File: config.mk
export PLATFORM = sky130hd
export DESIGN_NAME = booth_mul_sched
export DESIGN_NICKNAME = d
export VERILOG_FILES = /design/src/rtl/booth_mul_sched.sv
export SDC_FILE = /design/constraint.sdc
export NUM_CORES = 1
export LEC_CHECK = 0
export ABC_AREA = 1
export BUFFER_PORTS_ARGS = -buffer_cell sky130_fd_sc_hd__buf_2
export CAP_MARGIN = 20
export CELL_PAD_IN_SITES_DETAIL_PLACEMENT = 1
export CELL_PAD_IN_SITES_GLOBAL_PLACEMENT = 1
export CORE_ASPECT_RATIO = 0.6
export CORE_MARGIN = 2
export CORE_UTILIZATION = 35
export CTS_CLUSTER_DIAMETER = 60
export CTS_CLUSTER_SIZE = 24
export DETAILED_ROUTE_END_ITERATION = 8
export MAX_ROUTING_LAYER = met4
export PLACE_DENSITY = 0.84
export SLEW_MARGIN = 20
export SYNTH_ARGS = -nofsm -noshare
export SYNTH_HDL_FRONTEND = slang
export SYNTH_SLANG_ARGS = --single-unit
File: constraint.sdc
create_clock -name clk -period 1.85 [get_ports clk]
set_input_delay 0.37 -clock clk [delete_from_list [all_inputs] [get_ports clk]]
set_output_delay 0.37 -clock clk [all_outputs]
set_load 0.02 [all_outputs]
File: src/rtl/booth_mul_sched.sv
// Round-robin scheduler sharing one signed Booth multiplier core among NREQ requesters.
// Operands are latched at arbitration and held until the job ends; a watchdog aborts stalled jobs.
module booth_mul_sched #(
  parameter int NREQ    = 4,
  parameter int W       = 4,
  parameter int TIMEOUT = 15
) (
  input  logic              clk,
  input  logic              rst,
  input  logic [NREQ-1:0]   req,
  input  logic [NREQ*W-1:0] x_in,
  input  logic [NREQ*W-1:0] y_in,
  output logic [NREQ-1:0]   gnt,
  output logic [NREQ-1:0]   done,
  output logic [2*W-1:0]    z_out,
  output logic              err,
  output logic              busy,
  output logic              mul_start,
  output logic [W-1:0]      mul_x,
  output logic [W-1:0]      mul_y,
  input  logic              mul_valid,
  input  logic [2*W-1:0]    mul_z
);

  localparam int PW  = $clog2(NREQ);
  localparam int WDW = $clog2(TIMEOUT + 1);

  typedef enum logic [1:0] {S_IDLE, S_ISSUE, S_WAIT, S_RESP} state_t;

  state_t            r_state;
  logic [PW-1:0]     r_rr_ptr;
  logic [PW-1:0]     r_owner;
  logic [WDW-1:0]    r_wdog;
  logic [NREQ-1:0]   r_gnt;
  logic [NREQ-1:0]   r_done;
  logic [2*W-1:0]    r_z;
  logic              r_err;
  logic              r_busy;
  logic              r_start;
  logic [W-1:0]      r_x;
  logic [W-1:0]      r_y;

  logic [PW:0]       w_sum  [NREQ];
  logic [PW-1:0]     w_cand [NREQ];
  logic [W-1:0]      w_xs   [NREQ];
  logic [W-1:0]      w_ys   [NREQ];
  logic [PW-1:0]     w_win;
  logic              w_found;
  logic [PW-1:0]     w_next_ptr;

  // w_cand[k] is the requester index at search offset k from the round-robin pointer.
  genvar gi;
  generate
    for (gi = 0; gi < NREQ; gi++) begin : g_cand
      assign w_sum[gi]  = {1'b0, r_rr_ptr} + (PW+1)'(gi);
      assign w_cand[gi] = (w_sum[gi] >= (PW+1)'(NREQ)) ? PW'(w_sum[gi] - (PW+1)'(NREQ))
                                                      : w_sum[gi][PW-1:0];
      assign w_xs[gi]   = x_in[gi*W +: W];
      assign w_ys[gi]   = y_in[gi*W +: W];
    end
  endgenerate

  // Scan from the farthest offset down so the nearest active requester wins.
  always_comb begin
    w_win   = '0;
    w_found = 1'b0;
    for (int k = NREQ - 1; k >= 0; k--) begin
      if (req[w_cand[k]]) begin
        w_win   = w_cand[k];
        w_found = 1'b1;
      end
    end
  end

  assign w_next_ptr = (r_owner == PW'(NREQ - 1)) ? '0 : r_owner + PW'(1);

  always_ff @(posedge clk or negedge rst) begin
    if (!rst) begin
      r_state  <= S_IDLE;
      r_rr_ptr <= '0;
      r_owner  <= '0;
      r_wdog   <= '0;
      r_gnt    <= '0;
      r_done   <= '0;
      r_z      <= '0;
      r_err    <= 1'b0;
      r_busy   <= 1'b0;
      r_start  <= 1'b0;
      r_x      <= '0;
      r_y      <= '0;
    end else begin
      r_gnt   <= '0;
      r_start <= 1'b0;
      r_done  <= '0;
      case (r_state)
        S_IDLE: begin
          if (w_found) begin
            r_owner <= w_win;
            r_x     <= w_xs[w_win];
            r_y     <= w_ys[w_win];
            r_gnt   <= NREQ'(1) << w_win;
            r_start <= 1'b1;
            r_busy  <= 1'b1;
            r_state <= S_ISSUE;
          end
        end
        S_ISSUE: begin
          r_wdog  <= '0;
          r_state <= S_WAIT;
        end
        S_WAIT: begin
          r_wdog <= r_wdog + WDW'(1);
          // A valid arriving on the watchdog cycle still wins over the abort.
          if (mul_valid) begin
            r_z     <= mul_z;
            r_err   <= 1'b0;
            r_done  <= NREQ'(1) << r_owner;
            r_state <= S_RESP;
          end else if (r_wdog == WDW'(TIMEOUT)) begin
            r_z     <= '0;
            r_err   <= 1'b1;
            r_done  <= NREQ'(1) << r_owner;
            r_state <= S_RESP;
          end
        end
        S_RESP: begin
          r_rr_ptr <= w_next_ptr;
          r_err    <= 1'b0;
          r_busy   <= 1'b0;
          r_state  <= S_IDLE;
        end
        default: r_state <= S_IDLE;
      endcase
    end
  end

  assign gnt       = r_gnt;
  assign done      = r_done;
  assign z_out     = r_z;
  assign err       = r_err;
  assign busy      = r_busy;
  assign mul_start = r_start;
  assign mul_x     = r_x;
  assign mul_y     = r_y;

endmodule
==> impl_metrics.tcl, run 1 <==
set metrics [dict create \
    viasPerCell 4.87 \
    synth_nets 318 \
    outcome "complete, but fails checks" \
    numCtsBuffers 5 \
    cts.sinks 37 \
    critPathKind "flip-flop to flip-flop" \
    synth_area_leaders "dfrtp_1 (45%), nand2_1 (12%), nand3_1 (9.2%)" \
    min_period_ns 1.85 \
    grt_overflow_total 0 \
    drv_slew 0 \
    synth_top_area_share_pct 44.6 \
    rows 21 \
    fin_area_um2 3030 \
    swShare_pct 49.9 \
    finClkSkew_ns 0.0139 \
    avgRoutedWirePerCell_um 16.5 \
    maxCapViolCount 0 \
    critPathMaxStageDelay_ns 0.44 \
    drt_iter0_drc 73 \
    fin_ws_ns -0.00291 \
    dieWidth_um 103 \
    whs_ns 0.121 \
    yosysWarnings 0 \
    antenna_found_initial 0 \
    root_buffer "clkbuf_8" \
    p_leak_uw 0.00169 \
    fin_crit_sh_pct 100 \
    r2r_start "r_rr_ptr[0]" \
    path_max_fanout 12 \
    critPathBufInv 1 \
    crit_path_end_kind "flip-flop" \
    ir_drop_mv 0.689 \
    cts_buffer_depth 2 \
    grt_use_total_pct 20.2 \
    r2r_cells 11 \
    pwr-share-seq_pct 22.4 \
    grt_pass1_vias 2143 \
    crit_path_frequent_cell "nand2_1" \
    yosysSeqAreaShare_pct 44.6 \
    slowest_stage "dfrtp_2" \
    cp.required_ns 2.05 \
    final_common_cell "buf_2" \
    arrival_ns 2.05 \
    die_h_um 63.7 \
    hp-class "primary input to async pin" \
    ant_nets 0 \
    io_pins 74 \
    placement.cell_area_um2 2550 \
    power_uw 6180 \
    setup_viol 2 \
    p_int_uw 3090 \
    yosysUniqueCellTypes 29 \
    routabilityCongestion 0.934 \
    nets 413 \
    relSlewSlack_pct 67.5 \
    layout_common_cells "buf_2 (73), nand2_1 (54), inv_1 (43)" \
    syn_to_final_growth_pct 46.1 \
    dr.pass1.iters 4 \
    clk_pin_slew_ns 0.09 \
    dpl.hpwl_um 4570 \
    pwr-share-comb_pct 65.7 \
    syn_avg_cell_area_um2 7.89 \
    drcViolationCount 0 \
    crit_chain "buf_6 > o21ai_4 > nand2_2 > nand3_4 > nand3_4 > nand2_4 > nand2_1 > nand3_1 > nand2_1 > nand2_1 > nand2_1" \
    fillers 682 \
    fmax_mhz 540 \
    grt_max_degree 38 \
    p_per_area_nw_per_um2 2040 \
    synthCells 263 \
    core_um2 5650 \
    start_util_pct 36.7 \
    die_area_um2 6580 \
    io_buffers 73 \
    critPathLaunchType "flip-flop" \
    worstMarginPinSlew_ns 0.488 \
    ys_ff_latch 37 \
    cp_top_family "simple AND/OR/NAND/NOR gates" \
    ff2ff_setup_slack_ns -0.003 \
    grt_pass1_wl_um 10100 \
    p_switching_uw 3080 \
    syn_area_um2 2080 \
    h-tree-depth 2 \
    worst_skew_pair.late_latency_ns 0.30 \
    cts_tree "built" \
    diodes 0 \
    postRouteWirelength_um 7250 \
    dpl_worst_slack_ns -0.0881 \
    clkPwrFrac_pct 11.9 \
    r2r-end "mul_x[1]" \
    synth_top_area_cell "dfrtp_1" \
    drive_gt1_share_pct 43.2 \
    hold_viol_final 0 \
    violations "setup timing" \
    rsz0062_at_grt "true" \
    vias 2139 \
]
## cells by family after synthesis
logic type,synth area share [%]
AO/OA/AOI/OAI,8.62
AND/OR/NAND/NOR,30.5
XOR/XNOR,0.422
buffers and inverters,11.0
flip-flops,44.6
adder cells (fa/ha/maj),4.82
## worst max-delay path by stage
stage,start,end,cells past startpoint
3_5_place_dp,r_rr_ptr[0],mul_y[0],10
4_1_cts,r_rr_ptr[0],mul_y[0],10
2_1_floorplan,r_rr_ptr[0],mul_x[2],13
3_3_place_gp,r_rr_ptr[0],mul_y[3],10
5_1_grt,r_rr_ptr[0],mul_x[3],11
6_report,r_rr_ptr[0],mul_x[1],11
## flip-flops by register name, summed over array words and instances, names as in the netlist
register and flops:
err 1, busy 1, r_state 2, r_wdog 4, r_rr_ptr 2, mul_start 1
gnt 4, done 4, r_owner 2, mul_x 4, z_out 8, mul_y 4
## what timing repair did
| action | in CTS | in global routing |
|---|---|---|
| pin swaps | 0 | 17 |
| buffers inserted | 3 | 7 |
| setup endpoints to repair | 9 | 15 |
| hold buffers | 0 | 0 |
| resized for setup | 5 | 63 |
| gates cloned | 0 | 4 |
## per-layer routing
metal  share of wire, %  GRT usage [%]  up-vias
met2                 49           32.7       67
li1                   -              -     1016
met4                1.5           4.44        0
met5                  0              -        -
met1                 45           26.3     1044
met3                4.6           3.88       12
## worst register-to-register path, cell delays in order, from the launching register on
cell and delay (ns):
dfrtp_2 0.44, buf_6 0.15, o21ai_4 0.18, nand2_2 0.12
nand3_4 0.12, nand3_4 0.18, nand2_4 0.20, nand2_1 0.09
nand3_1 0.09, nand2_1 0.06, nand2_1 0.08, nand2_1 0.05
## synth_stat cells
master    number
a211oi_1       1
a21boi_2       1
a21oi_1        9
a22o_1         8
buf_2          1
buf_6          3
clkbuf_1       2
clkinv_1       2
dfrtp_1       37
ha_1           8
inv_1         44
inv_2          1
inv_4          1
nand2_1       65
nand2_2        5
nand2_4        2
nand3_1       38
nand3_2        1
nand3_4        1
nand4_1        2
nor2_1        13
nor2_2         1
o21ai_0        5
o21ai_1        1
o21ai_2        1
o22ai_1        1
or2_0          3
or2_2          5
xnor2_1        1
## power groups by stage
stage               Sequential [uW]  Combinational, uW  Clock, uW
floorplan                      1630               1850          0
global placement               1380               2810          0
global route                   1420               4420        787
detailed placement             1400               2930          0
CTS                            1360               3090        746
finish                         1380               4060        732
## layout make-up
type                            instances  area (um2)  share of cell area [%]
Clock buffer                            5        68.8                    2.27
Clock inverter                          3        46.3                    1.53
Timing Repair Buffer                   92         534                    17.6
Inverter                               48         191                    6.31
Sequential cell                        37         928                    30.6
Multi-Input combinational cell        174        1160                    38.3
Tap cell                               80         100                    3.30
## per-stage QoR
step	util [%]	instances	setup TNS, ns
2_1_floorplan	-	263	0
3_3_place_gp	45.1	417	0
3_5_place_dp	45.1	417	-0.305
4_1_cts	47.7	428	0
5_1_grt	53.7	439	-0.403
6_report	53.7	439	-0.00487
(Power assumes the default switching activity.)
==> inputs of run 2 (changes only) <==
- ABC_AREA: 1 -> 0
- CORE_UTILIZATION: 35 -> 38
- CTS_BUF_LIST: not set -> sky130_fd_sc_hd__clkbuf_2
- PLACE_DENSITY: 0.84 -> 0.87
==> run 2 against run 1 <==
Effect of this change:
- the run now ends clean
- largest power group unchanged
- core utilization decreased by 3.3 points
- power decreased by 41%
- final cell count decreased by 31%
- critical path type unchanged
==> impl_metrics.tcl, run 2 <==
set metrics [dict create \
    drcViolationCount 0 \
    pwr-share-comb_pct 53.4 \
    dpl.hpwl_um 3390 \
    synth_edf_count 0 \
    timing.setup.tns_ns 0 \
    seqCellArea_um2 926 \
    ir_drop_mv 0.599 \
    synthCells 161 \
    drt_iter0_drc 48 \
    postRouteWirelength_um 4320 \
    finalNonFillerCells 303 \
    r2r_start "r_rr_ptr[1]" \
    nets 294 \
    diodes 0 \
    cts_buffer_depth 2 \
    grt_max_degree 38 \
    ant_nets 0 \
    p_int_uw 2010 \
    core_um2 4640 \
    numCtsBuffers 5 \
    outcome "complete, no violations" \
    fmax_mhz 597 \
    whs_path_depth 2 \
    die_area_um2 5460 \
    setup_viol 0 \
    synth_area_leaders "dfrtp_1 (50%), mux2i_1 (9.2%), o221ai_2 (6.5%)" \
    vias 1478 \
    syn_area_um2 1850 \
    h-tree-depth 2 \
    maxCapViolCount 0 \
    p_leak_uw 0.00126 \
    rsz0062_at_grt "false" \
    power_uw 3640 \
    synth_top_family_by_area "compound AO/OA/AOI/OAI gates" \
    multi_input_area_um2 826 \
    drv_slew 0 \
    cp.required_ns 2.14 \
    io_buffers 73 \
    hold_viol_final 0 \
    layout_common_cells "buf_2 (73), dfrtp_1 (37), nand2_1 (17), mux2i_1 (17), inv_1 (10)" \
    relSlewSlack_pct 69.1 \
    synth_compound_area_share_pct 16.8 \
    grt_use_total_pct 17.2 \
    synth_mux_area_share_pct 10.4 \
    synth_xor_xnor_area_share_pct 0 \
    largest_register_ffs 8 \
    root_buffer "clkbuf_2" \
    dr.pass1.iters 4 \
    grt_pass1_wl_um 6980 \
    synth-main-ff-cell "dfrtp_1" \
    hold_end "err" \
    whs_ns 0.161 \
    p_switching_uw 1630 \
    ys_ff_latch 37 \
    async_flop_share_pct 100 \
    rows 19 \
    fin_crit_sh_pct 90.6 \
    fillers 555 \
    die_h_um 58.1 \
    synth_nets 216 \
    yosysUniqueCellTypes 36 \
    critPathLaunchType "flip-flop" \
    synth_common_cells "dfrtp_1 (37), mux2i_1 (17), nand2_1 (17)" \
    critPathKind "flip-flop to flip-flop" \
    clkPwrFrac_pct 10.1 \
    synth_top_area_cell "dfrtp_1" \
    synth_simple_gate_area_share_pct 12.0 \
    cts.sinks 37 \
    min_period_ns 1.68 \
    yosysWarnings 0 \
    antenna_found_initial 0 \
    clk_pin_slew_ns 0.20 \
    synth_adder_area_share_pct 5.41 \
    worst_skew_pair.late_latency_ns 0.41 \
    yosysSeqAreaShare_pct 50.0 \
    swShare_pct 44.8 \
    start_util_pct 39.9 \
    drive_gt1_share_pct 41.7 \
    synth_most_common_cell "dfrtp_1" \
    worstMarginPinSlew_ns 0.464 \
    cts_tree "built" \
    crit_path_end_kind "flip-flop" \
    avgRoutedWirePerCell_um 14.3 \
    grt_pass1_vias 1469 \
    ff2ff_setup_slack_ns 0.17 \
    synth_top_area_share_pct 50.0 \
    routabilityCongestion 0.809 \
    syn_to_final_growth_pct 26.2 \
    p_per_area_nw_per_um2 1560 \
    hp-class "primary input to flip-flop" \
    r2r-end "mul_y[1]" \
    io_pins 74 \
    path_max_fanout 11 \
    finClkSkew_ns 0.0236 \
    dp.cells 294 \
    r2r_cells 5 \
    syn_avg_cell_area_um2 11.5 \
    pwr-share-seq_pct 36.5 \
    final_common_cell "buf_2" \
    viasPerCell 4.88 \
    grt_overflow_total 0 \
    dieWidth_um 94.1 \
    arrival_ns 1.96 \
    hp-start "mul_valid" \
]
run 2: changes by cell type after synthesis, moves of 5 or more:
cell	delta
nand3_1	-35
a21oi_1	-5
mux2i_1	+17
or2_2	-5
o221ai_2	+8
nand2_1	-48
inv_1	-34
run 2: final cells by class:
type	count	area share, %
clock inverter	3	0.750
tap	63	3.38
multi-input combinational	106	35.4
timing repair buffer	78	17.9
sequential	37	39.7
clock buffer	5	1.07
inverter	11	1.88
run 2: how the worst max path moves through the flow:
stage,end,cells after the start,slack (ns),startpoint
global route,mul_y[2],5,0.12,r_rr_ptr[0]
global placement,mul_x[1],6,0.20,req[3]
detailed placement,mul_x[0],6,0.14,req[0]
CTS,mul_y[2],5,0.21,r_rr_ptr[1]
floorplan,z_out[0],5,0.36,r_wdog[0]
finish,mul_y[1],5,0.17,r_rr_ptr[1]
run 2: timing repair:
item / 4_1_cts / 5_1_grt
gates resized for setup: 0 / 0
setup buffers: 0 / 0
hold endpoints to repair: 37 / 0
hold buffers: 1 / 0
run 2: critical path, cell delays in order (launching register included):
cell      delay (ns)
dfrtp_1         0.48
a21o_1          0.16
a21oi_1         0.07
o22ai_1         0.38
nand2b_4        0.34
o221ai_2        0.13
run 2: kinds of logic after synthesis:
family,Yosys count
AO/OA/AOI/OAI,35
adder cells (fa/ha/maj),8
buffers and inverters,18
flip-flops,37
multiplexers,19
AND/OR/NAND/NOR,44
run 2: per-stage QoR:
step / setup slack, ns / util (%) / area (um2)
after floorplan: 0.362 / - / 1850
after global placement: 0.203 / 49.2 / 2280
after detailed placement: 0.139 / 49.2 / 2280
after CTS: 0.208 / 50.4 / 2330
after global routing: 0.124 / 50.4 / 2330
final: 0.174 / 50.4 / 2330
run 2: power groups by stage:
stage / Combinational, uW / Sequential [uW] / Clock [uW]
after detailed placement: 1960 / 1340 / 0
after global routing: 2140 / 1380 / 420
after floorplan: 1140 / 1590 / 0
final: 1940 / 1330 / 367
after global placement: 1880 / 1330 / 0
after CTS: 1960 / 1330 / 387
run 2: metal layers:
metal  vias up  GRT usage [%]  wire length (um)
met4         0           6.21                68
met3         6           3.90               173
li1        731              -                 -
met2        36           24.5              1920
met1       705           24.1              2160
met5         -              -                 0
==> inputs of run 3 (changes only) <==
- clock period: 1.85 -> 1.7 ns (I/O delays scaled with it)
==> run 3 against run 2 <==
Effect of this change:
- global-route usage increased by 2.3 points
- first-iteration DRC count decreased by 2.1%
- clock power increased by 6.8%
- sequential share of layout area decreased by 0.50 points
- via count increased by 4.8%
- die area unchanged
- clock-buffer cell count unchanged
- non-clock buffer count increased by 3
- routed wire length increased by 11%
- final cell count increased by 0.99%
- critical path type unchanged
==> impl_metrics.tcl, run 3 (synthesis gave the netlist of run 2 again) <==
set metrics [dict create \
    finalNonFillerCells 306 \
    viasPerCell 5.06 \
    cts.sinks 37 \
    avgRoutedWirePerCell_um 15.6 \
    power_uw 4040 \
    hp-class "primary input to flip-flop" \
    syn_to_final_growth_pct 27.8 \
    ir_drop_mv 0.545 \
    grt_use_total_pct 19.5 \
    grt_pass1_wl_um 7920 \
    diodes 0 \
    grt_pass1_vias 1634 \
    rows 19 \
    swShare_pct 44.8 \
    finClkSkew_ns 0.0217 \
    cp.required_ns 1.99 \
    relSlewSlack_pct 68.9 \
    drive_gt1_share_pct 43.2 \
    core_um2 4640 \
    start_util_pct 39.9 \
    hold_viol_final 0 \
    ff2ff_setup_slack_ns 0.08 \
    grt_overflow_total 0 \
    cts_tree "built" \
    drv_slew 0 \
    min_period_ns 1.62 \
    antenna_found_initial 0 \
    h-tree-depth 2 \
    cp-endpoint "mul_x[2]" \
    dr.pass1.iters 4 \
    critPathLaunchType "flip-flop" \
    p_leak_uw 0.00127 \
    pwr-share-seq_pct 36.0 \
    r2r_cells 5 \
    arrival_ns 1.91 \
    cts_buffer_depth 2 \
    io_buffers 73 \
    layout_common_cells "buf_2 (73), dfrtp_1 (37), nand2_1 (17)" \
    p_per_area_nw_per_um2 1710 \
    nets 297 \
    p_switching_uw 1810 \
    p_int_uw 2230 \
    critPathKind "flip-flop to flip-flop" \
    die_h_um 58.1 \
    cts_setup_buffers 0 \
    dp.cells 297 \
    fin_crit_sh_pct 95.4 \
    io_pins 74 \
    routabilityCongestion 0.811 \
    drt_iter0_drc 47 \
    path_max_fanout 18 \
    numCtsBuffers 5 \
    postRouteWirelength_um 4780 \
    clkPwrFrac_pct 9.7 \
    drcViolationCount 0 \
    clk_pin_slew_ns 0.19 \
    root_buffer "clkbuf_2" \
    rsz0062_at_grt "false" \
    r2r-end "mul_x[2]" \
    crit_path_end_kind "flip-flop" \
    outcome "complete, no violations" \
    final_common_cell "buf_2" \
    setup_viol 0 \
    worstMarginPinSlew_ns 0.466 \
    fillers 557 \
    fmax_mhz 617 \
    die_area_um2 5460 \
    grt_max_degree 38 \
    whs_ns 0.152 \
    vias 1549 \
    maxCapViolCount 0 \
    pwr-share-comb_pct 54.3 \
    dieWidth_um 94.1 \
    dpl.hpwl_um 3860 \
    r2r_start "r_rr_ptr[0]" \
    ant_nets 0 \
    crit_start "r_rr_ptr[0]" \
    worst_skew_pair.late_latency_ns 0.38 \
    largest_register_ffs 8 \
]
-- run 3: metrics by stage --
step | TNS [ns] | setup WS, ns | cell area, um2 | util (%)
after floorplan | 0 | 0.212 | 1850 | -
after global placement | 0 | 0.0817 | 2300 | 49.7
after detailed placement | -0.00626 | -0.00626 | 2300 | 49.7
after CTS | 0 | 0.0680 | 2360 | 50.9
after global routing | 0 | 0.00474 | 2360 | 51.0
final | 0 | 0.0780 | 2360 | 51.0
-- run 3: layout make-up --
class / instances / area (um2) / area share [%]
repair buffers: 81 / 440 / 18.6
clock buffers: 5 / 25.0 / 1.06
flip-flops and latches: 37 / 926 / 39.2
inverters: 11 / 43.8 / 1.85
multi-input cells: 106 / 833 / 35.2
well taps: 63 / 78.8 / 3.33
clock inverters: 3 / 17.5 / 0.741
-- run 3: layer usage --
layer	vias up	wire length, um	track usage [%]
met4	0	62	5.18
met2	35	2360	31.0
li1	733	-	-
met3	9	175	3.90
met1	772	2180	25.7
met5	-	0	-
-- run 3: how the worst min path moves through the flow --
| stage | slack (ns) | depth (start not counted) | start | endpoint |
|---|---|---|---|---|
| after floorplan | 0.04 | 0 | rst | busy |
| after global placement | 0.41 | 2 | rst | gnt[3] |
| final | 0.15 | 2 | mul_z[6] | z_out[6] |
| after CTS | 0.14 | 2 | mul_z[6] | z_out[6] |
| after detailed placement | 0.42 | 2 | rst | mul_x[1] |
| after global routing | 0.12 | 2 | mul_z[1] | z_out[1] |
-- run 3: what timing repair did --
item / in CTS / in global routing
hold buffers: 1 / 0
endpoints found under the hold margin: 37 / 0
setup endpoints to repair: 0 / 2
resized for setup: 0 / 2
-- run 3: critical path: stages (launching register included) --
cell      delay (ns)
dfrtp_1         0.45
o221a_1         0.29
o22ai_2         0.20
buf_12          0.21
mux2i_2         0.25
o221ai_2        0.12
-- run 3: power groups by stage --
stage                     Clock (uW)  Combinational [uW]  Sequential, uW
after detailed placement           0                2210            1470
final                            392                2190            1450
after floorplan                    0                1240            1740
after global placement             0                2090            1450
after CTS                        408                2210            1460
after global routing             463                2420            1490
